===== config.mk =====
export PLATFORM = sky130hd
export DESIGN_NAME = tcam_rule_mgr
export DESIGN_NICKNAME = d
export VERILOG_FILES = /design/src/rtl/tcam_rule_mgr_pkg.sv /design/src/rtl/tcam_alloc.sv /design/src/rtl/tcam_rule_mgr.sv
export SDC_FILE = /design/constraint.sdc
export NUM_CORES = 1
export LEC_CHECK = 0
export BUFFER_PORTS_ARGS = -buffer_cell sky130_fd_sc_hd__buf_4
export CAP_MARGIN = 20
export CORE_MARGIN = 1
export CORE_UTILIZATION = 25
export CTS_BUF_LIST = sky130_fd_sc_hd__clkbuf_16
export DETAILED_ROUTE_END_ITERATION = 7
export GPL_TIMING_DRIVEN = 0
export PLACE_DENSITY = 0.4
export SETUP_SLACK_MARGIN = 0.05
export SLEW_MARGIN = 10
export SYNTH_ARGS = -nofsm -noshare
export SYNTH_HDL_FRONTEND = slang
export SYNTH_SLANG_ARGS = --single-unit

===== constraint.sdc =====
create_clock -name clk -period 5.81 [get_ports clk]
set_input_delay 1.162 -clock clk [delete_from_list [all_inputs] [get_ports clk]]
set_output_delay 1.162 -clock clk [all_outputs]
set_load 0.01 [all_outputs]

===== src/rtl/tcam_rule_mgr_pkg.sv =====
// Shared types for the TCAM rule-table manager: request opcodes and FSM states.
// Pure type definitions, no logic.
package tcam_rule_mgr_pkg;

  typedef enum logic [1:0] {
    TCAM_OP_INSERT = 2'd0,
    TCAM_OP_DELETE = 2'd1,
    TCAM_OP_CLEAR  = 2'd2,
    TCAM_OP_RSVD   = 2'd3
  } tcam_op_t;

  typedef enum logic [1:0] {
    ST_IDLE  = 2'd0,
    ST_WRITE = 2'd1,
    ST_CLEAR = 2'd2,
    ST_RESP  = 2'd3
  } tcam_mgr_state_t;

endpackage


===== src/rtl/tcam_alloc.sv =====
// Lowest-free-entry finder over the occupancy bitmap.
// Purely combinational; no handshake, no backpressure.
module tcam_alloc #(
  parameter int DEPTH = 16,
  parameter int IDX_W = $clog2(DEPTH)
) (
  input  logic [DEPTH-1:0] bitmap,
  output logic [IDX_W-1:0] free_idx,
  output logic             free_vld
);

  // Scan from the top so the last hit, the lowest zero bit, wins.
  always_comb begin
    free_idx = '0;
    free_vld = 1'b0;
    for (int i = DEPTH - 1; i >= 0; i--) begin
      if (!bitmap[i]) begin
        free_idx = IDX_W'(i);
        free_vld = 1'b1;
      end
    end
  end

endmodule


===== src/rtl/tcam_rule_mgr.sv =====
// TCAM write-port owner: insert/delete/clear with lowest-free allocation and occupancy tracking.
// Insert/delete write at N+1, respond at N+2; failures respond at N+1; req_rdy low until rsp handshake.
module tcam_rule_mgr
  import tcam_rule_mgr_pkg::*;
#(
  parameter  int TCAM_WIDTH = 32,
  parameter  int TCAM_DEPTH = 16,
  localparam int IDX_W      = $clog2(TCAM_DEPTH),
  localparam int CNT_W      = $clog2(TCAM_DEPTH + 1)
) (
  input  logic                  clk,
  input  logic                  rst_n,
  input  logic                  req_vld,
  output logic                  req_rdy,
  input  tcam_op_t              req_op,
  input  logic [IDX_W-1:0]      req_idx,
  input  logic [TCAM_WIDTH-1:0] req_data,
  input  logic [TCAM_WIDTH-1:0] req_mask,
  output logic                  rsp_vld,
  input  logic                  rsp_rdy,
  output logic                  rsp_ok,
  output logic [IDX_W-1:0]      rsp_idx,
  output logic                  tcam_we,
  output logic [IDX_W-1:0]      tcam_idx,
  output logic [TCAM_WIDTH-1:0] tcam_data,
  output logic [TCAM_WIDTH-1:0] tcam_mask,
  output logic                  tcam_vld,
  output logic [CNT_W-1:0]      occ_cnt,
  output logic                  full,
  output logic                  empty
);

  tcam_mgr_state_t       r_state;
  logic [TCAM_DEPTH-1:0] r_bitmap;
  logic [TCAM_DEPTH-1:0] w_bitmap_nxt;
  logic [IDX_W-1:0]      r_cnt;
  logic                  r_ins;
  logic [CNT_W-1:0]      r_occ;
  logic [CNT_W-1:0]      w_pop;
  logic [IDX_W-1:0]      w_free_idx;
  logic                  w_free_vld;

  logic                  r_req_rdy;
  logic                  r_rsp_vld;
  logic                  r_rsp_ok;
  logic [IDX_W-1:0]      r_rsp_idx;
  logic                  r_tcam_we;
  logic [IDX_W-1:0]      r_tcam_idx;
  logic [TCAM_WIDTH-1:0] r_tcam_data;
  logic [TCAM_WIDTH-1:0] r_tcam_mask;
  logic                  r_tcam_vld;

  tcam_alloc #(
    .DEPTH (TCAM_DEPTH),
    .IDX_W (IDX_W)
  ) u_alloc (
    .bitmap   (r_bitmap),
    .free_idx (w_free_idx),
    .free_vld (w_free_vld)
  );

  // Bitmap moves on the same edge that ends the TCAM write, so occupancy is current in RESP.
  always_comb begin
    w_bitmap_nxt = r_bitmap;
    if (r_state == ST_WRITE) begin
      w_bitmap_nxt[r_tcam_idx] = r_ins;
    end else if (r_state == ST_CLEAR && (&r_cnt)) begin
      w_bitmap_nxt = '0;
    end
  end

  always_comb begin
    w_pop = '0;
    for (int i = 0; i < TCAM_DEPTH; i++) begin
      w_pop = w_pop + CNT_W'(w_bitmap_nxt[i]);
    end
  end

  always_ff @(posedge clk or negedge rst_n) begin
    if (!rst_n) begin
      r_state     <= ST_IDLE;
      r_bitmap    <= '0;
      r_occ       <= '0;
      r_cnt       <= '0;
      r_ins       <= 1'b0;
      r_req_rdy   <= 1'b1;
      r_rsp_vld   <= 1'b0;
      r_rsp_ok    <= 1'b0;
      r_rsp_idx   <= '0;
      r_tcam_we   <= 1'b0;
      r_tcam_idx  <= '0;
      r_tcam_data <= '0;
      r_tcam_mask <= '0;
      r_tcam_vld  <= 1'b0;
    end else begin
      r_bitmap <= w_bitmap_nxt;
      r_occ    <= w_pop;
      case (r_state)
        ST_IDLE: begin
          if (req_vld) begin
            r_req_rdy <= 1'b0;
            case (req_op)
              TCAM_OP_INSERT: begin
                if (w_free_vld) begin
                  r_ins       <= 1'b1;
                  r_tcam_we   <= 1'b1;
                  r_tcam_idx  <= w_free_idx;
                  r_tcam_data <= req_data;
                  r_tcam_mask <= req_mask;
                  r_tcam_vld  <= 1'b1;
                  r_state     <= ST_WRITE;
                end else begin
                  r_rsp_vld <= 1'b1;
                  r_rsp_ok  <= 1'b0;
                  r_rsp_idx <= '0;
                  r_state   <= ST_RESP;
                end
              end
              TCAM_OP_DELETE: begin
                if (r_bitmap[req_idx]) begin
                  r_ins       <= 1'b0;
                  r_tcam_we   <= 1'b1;
                  r_tcam_idx  <= req_idx;
                  r_tcam_data <= '0;
                  r_tcam_mask <= '0;
                  r_tcam_vld  <= 1'b0;
                  r_state     <= ST_WRITE;
                end else begin
                  r_rsp_vld <= 1'b1;
                  r_rsp_ok  <= 1'b0;
                  r_rsp_idx <= '0;
                  r_state   <= ST_RESP;
                end
              end
              TCAM_OP_CLEAR: begin
                r_cnt       <= '0;
                r_tcam_we   <= 1'b1;
                r_tcam_idx  <= '0;
                r_tcam_data <= '0;
                r_tcam_mask <= '0;
                r_tcam_vld  <= 1'b0;
                r_state     <= ST_CLEAR;
              end
              default: begin
                r_rsp_vld <= 1'b1;
                r_rsp_ok  <= 1'b0;
                r_rsp_idx <= '0;
                r_state   <= ST_RESP;
              end
            endcase
          end
        end
        ST_WRITE: begin
          r_tcam_we <= 1'b0;
          r_rsp_vld <= 1'b1;
          r_rsp_ok  <= 1'b1;
          r_rsp_idx <= r_tcam_idx;
          r_state   <= ST_RESP;
        end
        ST_CLEAR: begin
          if (&r_cnt) begin
            r_tcam_we <= 1'b0;
            r_rsp_vld <= 1'b1;
            r_rsp_ok  <= 1'b1;
            r_rsp_idx <= '0;
            r_state   <= ST_RESP;
          end else begin
            r_cnt      <= r_cnt + 1'b1;
            r_tcam_idx <= r_cnt + 1'b1;
          end
        end
        ST_RESP: begin
          if (rsp_rdy) begin
            r_rsp_vld <= 1'b0;
            r_rsp_ok  <= 1'b0;
            r_rsp_idx <= '0;
            r_req_rdy <= 1'b1;
            r_state   <= ST_IDLE;
          end
        end
        default: r_state <= ST_IDLE;
      endcase
    end
  end

  assign req_rdy   = r_req_rdy;
  assign rsp_vld   = r_rsp_vld;
  assign rsp_ok    = r_rsp_ok;
  assign rsp_idx   = r_rsp_idx;
  assign tcam_we   = r_tcam_we;
  assign tcam_idx  = r_tcam_idx;
  assign tcam_data = r_tcam_data;
  assign tcam_mask = r_tcam_mask;
  assign tcam_vld  = r_tcam_vld;
  assign occ_cnt   = r_occ;
  assign full      = (r_occ == CNT_W'(TCAM_DEPTH));
  assign empty     = (r_occ == '0);

endmodule


==> metrics, run 1 <==
Req. time, crit path=6.05 ns; R2R cell count=18; Hold Slack=0.484 ns; wl on met1=8120 µm; DIE AREA=22800 µm²; Pleak=3.54 nW; Max Cap Viol=0; Crit Path Category=reg2reg; PwrDens=513 nW/µm²; antenna violations before repair=0; I/O pin cnt=158; status=finished clean; Setup crit end kind=flop; postcts setup bufs=0; Worst Setup EP=occ_cnt[4]$_DFF_PN0_; final worst path period need=5.17 ns; Antenna Cells=0; Worst-path clk slew=0.07 ns; register area share after synthesis=47.4%; reg2reg end=occ_cnt[4]$_DFF_PN0_; CTS tree=built; worst path cell trace=inv_1, ha_1, nand4_1, nor2b_1, clkbuf_1, clkbuf_1, a21oi_1, o22ai_1, fa_1, inv_1, fa_1, fa_1, inv_1, fa_1, ha_1, fa_1, a21oi_1, nor2b_1; Critical R2R Launch=r_state[0]$_DFFE_PN0P_; R2R setup slack=0.64 ns; total CTS buffers=9; unrepaired setup endpoints after global routing=no; Syn-to-layout area delta=33.6%; fin nets=848; DR WL/cell=16.1 µm; most frequent CP cell=fa_1; Max Clk Rate=0.194 GHz; Post-synth top flop=dfrtp_1; vias in the first global route=4693; synth warn=0; Placement Cell Area=7100 µm²; Die X=151 µm; RD Place Congestion=0.848; FFs w/ async S/R, synth=100%; CP Launch Type=flop; Max stage delay cell, worst path=fa_1; Synth cell types=51; dominant cell type by area after synthesis=dfrtp_1; Placed Instances=1017; VDD IR max=0.000189 V; row count=54; antenna viol nets, final=0; hpwl dp=12700 µm; Synth Register Bits=105; crit-path max FO=10; Synth top area share=46.9%; Resized cells post-CTS=0; die height=151 µm; drc violations=0; CTS sink count=105; syn nets=680; headroom to the max-slew limit=53.8%; CP Launch Point=r_state[0]$_DFFE_PN0P_; clock skew=0.00913 ns; Cells after Synth=580; Core Footprint=21800 µm²; max layer used=met4; Core Util, Final=34.1%; first-pass GRT wire length=25500 µm; drt total wl=16600 µm; Finished Layout Cells=1033; drt initial violations=192; Met2 Wirelength=7490 µm; via count=4692; largest net degree at the start of global routing=74; H-tree levels=3; met3 wire len=737 µm; Clk Latency, worst-skew pair=0.35 ns; Final Instance Area=7410 µm²; Post-Synthesis Cell Area=5550 µm²; pins over their slew limit=0; gr usage total=14.8%; Initial DRT Pass Iterations=4; root buffer cell=clkbuf_16; min-delay src=tcam_mask[9]$_DFFE_PN0P_; worst slew pin tran=0.693 ns; worst min-delay path category=reg2reg; Hold Vio Cnt, Final=0; Max Root-Sink Buffers=2; Hold Buf Count CTS=0; share of layout cells above drive strength 1=26.3%; Post-synth EDFFs=0; crit-path max cell delay=0.53 ns; final worst path period share=88.9%; WP data arrival=5.41 ns; Final Setup Violations=0; Vias/cell=4.54; Buffers on Ports=156; Overflow after GRT=0; Synth area leaders=dfrtp_1 (47%), nand2b_1 (8.5%), o21ai_0 (7.1%); setup TNS=0 ns; Initial Util=25.5%; Mean Syn Cell Area=9.56 µm²; Fill cells=2290
[state kept, by name, summed over array words and instances, names as in the netlist]
name / count
tcam_data: 32
tcam_mask: 32
r_bitmap: 16
occ_cnt: 5
r_cnt: 4
rsp_idx: 4
tcam_idx: 4
r_state: 2
r_ins: 1
req_rdy: 1
rsp_ok: 1
rsp_vld: 1
tcam_vld: 1
tcam_we: 1
[Yosys cell counts (2+ instances only)]
master       n
nand2_1     90
nor2_1      10
mux2i_1      8
nor2b_1      7
nor4_1       2
mux2_2       9
a21boi_0     2
dfrtp_1    104
clkbuf_1    24
o21ai_0     79
fa_1        10
a211oi_1     2
o221ai_1     2
clkbuf_2     3
nand2b_1    75
nand4_1      8
mux4_1       2
o211ai_1     3
o2111ai_1    3
nor3_1       5
o22ai_1      5
ha_1        16
o22a_1       4
a31oi_1      5
nand3_1     12
a21o_1       2
a22o_1       8
buf_4        8
inv_1       38
a21oi_1     13
[where the power goes]
group / internal [mW] / switching (mW)
Sequential: 1.06 / 0.217
Combinational: 0.861 / 1.01
Clock: 0.375 / 0.282
Total: 2.29 / 1.51
[final cells by class]
| type | instances | area, µm² | share of cell area (%) |
|---|---|---|---|
| Sequential cell | 105 | 2630 | 35.5 |
| Multi-Input combinational cell | 401 | 2600 | 35.0 |
| Timing Repair Buffer | 157 | 1200 | 16.2 |
| Tap cell | 280 | 350 | 4.73 |
| Clock buffer | 9 | 225 | 3.04 |
| Buffer | 36 | 176 | 2.38 |
| Inverter | 38 | 143 | 1.92 |
| Clock inverter | 7 | 87.6 | 1.18 |
[layout by cell type, fill, tap and decap left out, types with 3 or more instances in the layout]
master     count
a21oi_1       13
a22o_1         8
a31oi_1        5
buf_4        163
clkbuf_1      24
clkbuf_16      9
clkbuf_2       3
dfrtp_1      104
fa_1          10
ha_1          16
inv_1         41
mux2_2         9
mux2i_1        8
nand2_1       90
nand2b_1      75
nand3_1       12
nand4_1        8
nor2_1        10
nor2b_1        7
nor3_1         5
o2111ai_1      3
o211ai_1       3
o21ai_0       79
o22a_1         4
o22ai_1        5
[cells by family after synthesis]
group,count (synthesis),share of synthesized area (%)
flops,105,47.4
fa+ha+maj,26,7.22
xor+xnor,2,0.316
mux,21,4.90
simple gates,212,19.0
buf+inv,74,5.75
compound gates,140,15.4
[through the flow]
stage / worst slack (ns) / power, mW
floorplan: 1.28 / 2.33
global placement: 0.631 / 3.16
detailed placement: 0.698 / 3.19
CTS: 0.642 / 3.87
global route: 0.344 / 4.15
finish: 0.644 / 3.80
[worst min-delay path by stage]
stage,to,slack (ns),cells past startpoint
floorplan,r_cnt[1]$_DFFE_PN0P_,0.48,2
global placement,tcam_mask[10]$_DFFE_PN0P_,0.47,2
detailed placement,tcam_mask[6]$_DFFE_PN0P_,0.47,2
CTS,tcam_data[24]$_DFFE_PN0P_,0.49,2
global route,tcam_data[15]$_DFFE_PN0P_,0.51,2
finish,tcam_mask[9]$_DFFE_PN0P_,0.48,2
[routing by layer]
| metal | track usage [%] | vias up |
|---|---|---|
| met1 | 20.2 | 2238 |
| met2 | 23.6 | 140 |
| met4 | 5.25 | 0 |
| met5 | 0 | - |
| met3 | 2.11 | 14 |
| li1 | - | 2300 |
[critical path, delay by kind of cell (launching register included)]
kind,cells,cell delay (ns)
fa+ha+maj,7,2.79
buf+inv,5,1.01
compound gates,3,0.49
flops,1,0.41
simple gates,3,0.37
(Power assumes the default switching activity.)
==> run 2: changes to the inputs <==
--- a/config.mk
+++ b/config.mk
@@ -13,6 +13,7 @@
 export DETAILED_ROUTE_END_ITERATION = 7
 export GPL_TIMING_DRIVEN = 0
 export PLACE_DENSITY = 0.4
+export RECOVER_POWER = 25
 export SETUP_SLACK_MARGIN = 0.05
 export SLEW_MARGIN = 10
 export SYNTH_ARGS = -nofsm -noshare
==> run 2 against run 1 <==
  * The run now ends with capacitance limit, slew limit left
  * Clock-buffer cell count is the same
  * Highest routed layer unchanged
  * Total power about the same
  * Clock power about the same
  * Combinational power is essentially flat
  * Die area is the same
  * Clock skew about the same
  * Sequential cell count unchanged
  * Maximum frequency barely moved
  * Critical path type unchanged
  * Worst setup slack improved by 0.0012 ns
==> metrics, run 2 (same netlist as run 1, synthesis figures left out) <==
setup TNS=0 ns (unchanged); root buffer cell=clkbuf_16; Worst-path clk slew=0.07 ns (about the same); CTS tree=built; drc violations=0 (unchanged); Buffers on Ports=156 (unchanged); total CTS buffers=9 (unchanged); commonest non-fill, non-tap cell in the layout=buf_4; crit-path max cell delay=0.53 ns (about the same); Initial DRT Pass Iterations=4 (unchanged); Final Instance Area=7380 µm² (-0.41%); first-pass GRT wire length=25500 µm (unchanged); total power=3.80 mW (about the same); Hold Vio Cnt, Final=0 (unchanged); status=complete, but fails checks; postcts setup bufs=0 (unchanged); VDD IR max=0.000189 V (about the same); CP Launch Type=flop; worst path cell trace=inv_1, ha_1, nand4_1, nor2b_1, clkbuf_1, clkbuf_1, a21oi_1, o22ai_1, fa_1, inv_1, fa_1, fa_1, inv_1, fa_1, ha_1, fa_1, a21oi_1, nor2b_1; Die X=151 µm (unchanged); Setup crit end kind=flop; antenna violations before repair=0 (unchanged); drt initial violations=192 (unchanged); Initial Util=25.5% (unchanged); Antenna Cells=0 (unchanged); most frequent cells in the layout=buf_4 (163), dfrtp_1 (104), nand2_1 (90); Syn-to-layout area delta=33.1%; PwrDens=515 nW/µm² (+0.33%); gr usage total=14.8% (unchanged); via count=4700 (+0.17%); Placement Cell Area=7100 µm² (unchanged); grt met3 use=2.11% (unchanged); Hold Slack=0.484 ns (+0.00000300 ns); fin nets=848 (unchanged); largest net degree at the start of global routing=74 (unchanged); Overflow after GRT=0 (unchanged); crit-path max FO=10 (unchanged); Crit Path Category=reg2reg; hpwl dp=12700 µm (unchanged); Vias/cell=4.55 (+0.17%); WP data arrival=5.41 ns (about the same); met2 Usage GRT=23.6% (unchanged); worst min-delay path category=reg2reg; Max Root-Sink Buffers=2 (unchanged); Finished Layout Cells=1033 (unchanged); RD Place Congestion=0.848 (unchanged); drt total wl=16600 µm (about the same); row count=54 (unchanged); Fill cells=2294 (+0.17%); pins over their slew limit=108 (+108); Max Cap Viol=2 (+2); I/O pin cnt=158 (unchanged); Clk Latency, worst-skew pair=0.35 ns (about the same); clock skew=0.00904 ns (-0.0000907 ns); Req. time, crit path=6.05 ns (about the same); Max stage delay cell, worst path=fa_1; dpl ws=0.698 ns (unchanged); Resized cells post-CTS=0 (unchanged); Final WS setup=0.645 ns (+0.00117 ns); Core Footprint=21800 µm² (unchanged); unrepaired setup endpoints after global routing=no; antenna viol nets, final=0 (unchanged); delay-heaviest family, CP=adder cells; multi-input logic area=2600 µm² (unchanged); GRT met1 Usage=20.2% (unchanged); DR WL/cell=16.1 µm (about the same); final worst path period share=88.9% (about the same); Max Clk Rate=0.194 GHz (about the same); Final Setup Violations=0 (unchanged); share of layout cells above drive strength 1=26.2% (-0.13 points); failing checks=capacitance limit, slew limit; headroom to the max-slew limit=-30.1% (-84 points); Hold Buf Count CTS=0 (unchanged); die height=151 µm (unchanged); vias in the first global route=4693 (unchanged); CTS sink count=105 (unchanged); worst slew pin tran=1.95 ns (+1.26 ns); DIE AREA=22800 µm² (unchanged); final worst path period need=5.17 ns (-0.00117 ns); gr busiest metal=met2; Core Util, Final=33.9% (-0.14 points); Pleak=3.53 nW (-0.38%); H-tree levels=3 (unchanged); Placed Instances=1017 (unchanged); most frequent CP cell=fa_1; FF+latch area=2630 µm² (unchanged); Critical path buffers and inverters=5 (unchanged)
[run 2: cell types whose count changed in the layout (fill, tap and decap cells not counted)]
cell      before  now
clkbuf_1      24   25
clkbuf_2       3    4
buf_16         1    0
buf_6          2    1
[run 2: final timing paths]
check / startpoint / end / slack (ns) / cells after the start
worst max-delay path: r_state[0]$_DFFE_PN0P_ / occ_cnt[4]$_DFF_PN0_ / 0.64 / 18
worst min-delay path: tcam_mask[9]$_DFFE_PN0P_ / tcam_mask[9]$_DFFE_PN0P_ / 0.48 / 2
worst max register to register: r_state[0]$_DFFE_PN0P_ / occ_cnt[4]$_DFF_PN0_ / 0.64 / 18
worst min register to register: tcam_mask[9]$_DFFE_PN0P_ / tcam_mask[9]$_DFFE_PN0P_ / 0.48 / 2
max in group asynchronous: rst_n / tcam_mask[0]$_DFFE_PN0P_ / 1.77 / 2
min in group asynchronous: rst_n / tcam_mask[20]$_DFFE_PN0P_ / 1.29 / 1
[run 2: report_power, final]
group,switching [mW],internal [mW]
clock,0.282,0.375
combinational,1.01,0.859
sequential,0.217,1.06
total,1.51,2.29
[run 2: metal layers]
metal  vias to the layer above  part of all wire (%)
li1                       2299                     -
met1                      2241                    49
met2                       146                    45
met3                        14                   4.5
met4                         0                   1.5
met5                         -                     0
[run 2: layout make-up]
class	count	area share, %
Buffer	36	2.39
Clock buffer	9	3.05
Clock inverter	7	1.19
Inverter	38	1.93
Multi-Input combinational cell	401	35.2
Sequential cell	105	35.6
Tap cell	280	4.75
Timing Repair Buffer	157	15.9
[run 2: worst min-delay path: stages, from the launching register on]
cell and delay, ns:
dfrtp_1 0.35, nand2_1 0.05, o21ai_0 0.06
==> run 3: changes to the inputs <==
--- a/config.mk
+++ b/config.mk
@@ -7,6 +7,7 @@
 export LEC_CHECK = 0
 export BUFFER_PORTS_ARGS = -buffer_cell sky130_fd_sc_hd__buf_4
 export CAP_MARGIN = 20
+export CORE_ASPECT_RATIO = 1.1
 export CORE_MARGIN = 1
 export CORE_UTILIZATION = 25
 export CTS_BUF_LIST = sky130_fd_sc_hd__clkbuf_16
==> run 3 against run 2 <==
  * The flow still finishes with violations (capacitance limit, slew limit)
  * Maximum frequency is 1.1% higher
  * Die area hardly changed
  * Via count is 2.2% higher
  * Non-clock buffer count stayed put
  * Clock skew is 0.0021 ns higher
  * Sequential share of layout area hardly changed
  * Sequential cell count stayed put
  * Sequential power hardly changed
  * Total power is 0.81% lower
  * Worst hold slack hardly changed
  * Combinational power hardly changed
==> metrics, run 3 (same netlist as run 1, synthesis figures left out) <==
clock skew=0.0111 ns (+0.00208 ns); Pleak=3.51 nW (-0.37%); sw frac=40.2% (+0.57 points); RD Place Congestion=0.847 (-0.14%); Critical path buffers and inverters=5 (unchanged); Resized cells post-CTS=0 (unchanged); status=complete, but fails checks; FF+latch area=2630 µm² (unchanged); Fill cells=2277 (-0.74%); Hold Buf Count CTS=0 (unchanged); Comb power frac=49.2% (about the same); Vias/cell=4.60 (+1.2%); DIE AREA=22800 µm² (about the same); worst path cell trace=inv_1, ha_1, nand4_1, nor2b_1, clkbuf_1, clkbuf_1, a21oi_1, o22ai_1, fa_1, inv_1, fa_1, fa_1, inv_1, fa_1, ha_1, fa_1, a21oi_1, nor2b_1; Clk network pwr share=17.2% (about the same); Antenna Cells=0 (unchanged); Setup crit end kind=flop; Clk Latency, worst-skew pair=0.36 ns (about the same); crit-path max FO=10 (unchanged); antenna viol nets, final=0 (unchanged); CTS tree=built; worst min-delay path category=reg2reg; Finished Layout Cells=1043 (+0.97%); Final Setup Violations=0 (unchanged); Crit Path Category=reg2reg; first-pass GRT wire length=25900 µm (+1.8%); root buffer cell=clkbuf_16; Hold Vio Cnt, Final=0 (unchanged); cell internal pwr=2.25 mW (-1.7%); antenna violations before repair=0 (unchanged); Overflow after GRT=0 (unchanged); share of layout cells above drive strength 1=26.4% (+0.27 points); GRT met1 Usage=19.8% (-0.41 points); I/O pin cnt=158 (unchanged); Req. time, crit path=6.06 ns (about the same); sw power=1.52 mW (+0.63%); pins over their slew limit=108 (unchanged); WP data arrival=5.35 ns (-0.06 ns); fin nets=848 (unchanged); hpwl dp=12700 µm (about the same); crit-path max cell delay=0.51 ns (-0.02 ns); row count=56 (+3.7%); drt total wl=16600 µm (-0.29%); Die X=144 µm (-4.6%); largest net degree at the start of global routing=65 (-12%); most frequent cells in the layout=buf_4 (163), dfrtp_1 (104), nand2_1 (90); headroom to the max-slew limit=-56.2% (-26 points); CTS sink count=105 (unchanged); power share of the sequential group=33.6% (about the same); CP Launch Type=flop; delay-heaviest family, CP=adder cells; postcts setup bufs=0 (unchanged); unrepaired setup endpoints after global routing=no; drt initial violations=136 (-29%); Placed Instances=1027 (+0.98%); Core Util, Final=34.3% (+0.41 points); grt met3 use=2.30% (+0.19 points); VDD IR max=0.000236 V (+25%); Worst-path clk slew=0.08 ns (about the same); Buffers on Ports=156 (unchanged); Max stage delay cell, worst path=fa_1; Max Clk Rate=0.196 GHz (+1.1%); final worst path period share=87.9% (-1.0 points); Initial DRT Pass Iterations=5 (+1); gr usage total=14.9% (+0.15 points); gr busiest metal=met2; most frequent CP cell=fa_1; Max Cap Viol=2 (unchanged); DR WL/cell=15.9 µm (-1.3%); failing checks=capacitance limit, slew limit; vias in the first global route=4837 (+3.1%); commonest non-fill, non-tap cell in the layout=buf_4; drc violations=0 (unchanged); worst slew pin tran=2.34 ns (+0.392 ns); final worst path period need=5.11 ns (-0.0586 ns); setup TNS=0 ns (unchanged); Core Footprint=21500 µm² (-1.1%); Max Root-Sink Buffers=2 (unchanged); H-tree levels=3 (unchanged); total CTS buffers=9 (unchanged); Syn-to-layout area delta=33.2% (about the same); Initial Util=25.8% (+0.29 points); multi-input logic area=2600 µm² (unchanged); PwrDens=510 nW/µm² (-0.87%); met2 Usage GRT=24.2% (+0.62 points); die height=158 µm (+4.8%); via count=4802 (+2.2%)
==> run 3: changes by cell type in the layout (fill, tap and decap cells not counted), sizes merged <==
cell and delta:
bufinv -1, clkinv +1, clkinvlp +1, inv -1
==> run 3: layout make-up <==
cell class | count | share of cell area (%)
Buffer | 36 | 2.39
Clock buffer | 9 | 3.05
Clock inverter | 7 | 1.08
Inverter | 38 | 1.93
Multi-Input combinational cell | 401 | 35.2
Sequential cell | 105 | 35.6
Tap cell | 290 | 4.91
Timing Repair Buffer | 157 | 15.9
==> run 3: power groups by stage <==
stage	sequential (mW)	combinational, mW	clock (mW)
5_1_grt	1.31	2.14	0.692
3_3_place_gp	1.27	1.88	0
6_report	1.27	1.85	0.646
4_1_cts	1.27	1.90	0.672
2_1_floorplan	1.37	0.958	0
3_5_place_dp	1.29	1.90	0
==> run 3: worst min-delay path: cells and delay by family, from the launching register on <==
| family | cells | cell delay (ns) |
|---|---|---|
| simple gates | 1 | 0.04 |
| compound gates | 1 | 0.06 |
| flops | 1 | 0.34 |
==> run 3: path summary, 6_finish.rpt <==
kind | from | to | slack (ns) | cells after the start
setup / recovery | r_state[0]$_DFFE_PN0P_ | occ_cnt[4]$_DFF_PN0_ | 0.70 | 18
hold / removal | tcam_mask[8]$_DFFE_PN0P_ | tcam_mask[8]$_DFFE_PN0P_ | 0.48 | 2
setup reg to reg | r_state[0]$_DFFE_PN0P_ | occ_cnt[4]$_DFF_PN0_ | 0.70 | 18
hold reg to reg | tcam_mask[8]$_DFFE_PN0P_ | tcam_mask[8]$_DFFE_PN0P_ | 0.48 | 2
max in group asynchronous | rst_n | tcam_mask[30]$_DFFE_PN0P_ | 1.65 | 2
min in group asynchronous | rst_n | tcam_data[15]$_DFFE_PN0P_ | 1.50 | 1
==> run 3: through the flow <==
step	total power [mW]	instance area, µm²	setup slack (ns)	hold WS [ns]
after floorplan	2.33	5550	1.28	0.476
after global placement	3.15	7080	0.724	0.464
after detailed placement	3.18	7110	0.686	0.476
after CTS	3.85	7420	0.691	0.493
after global routing	4.15	7390	0.323	0.507
final	3.77	7390	0.704	0.484
==> run 3: layer usage <==
metal	vias to the layer above	wire, µm	part of all wire (%)
li1	2299	-	-
met1	2328	7660	46
met2	156	7660	46
met3	19	933	5.6
met4	0	318	1.9
met5	-	0	0
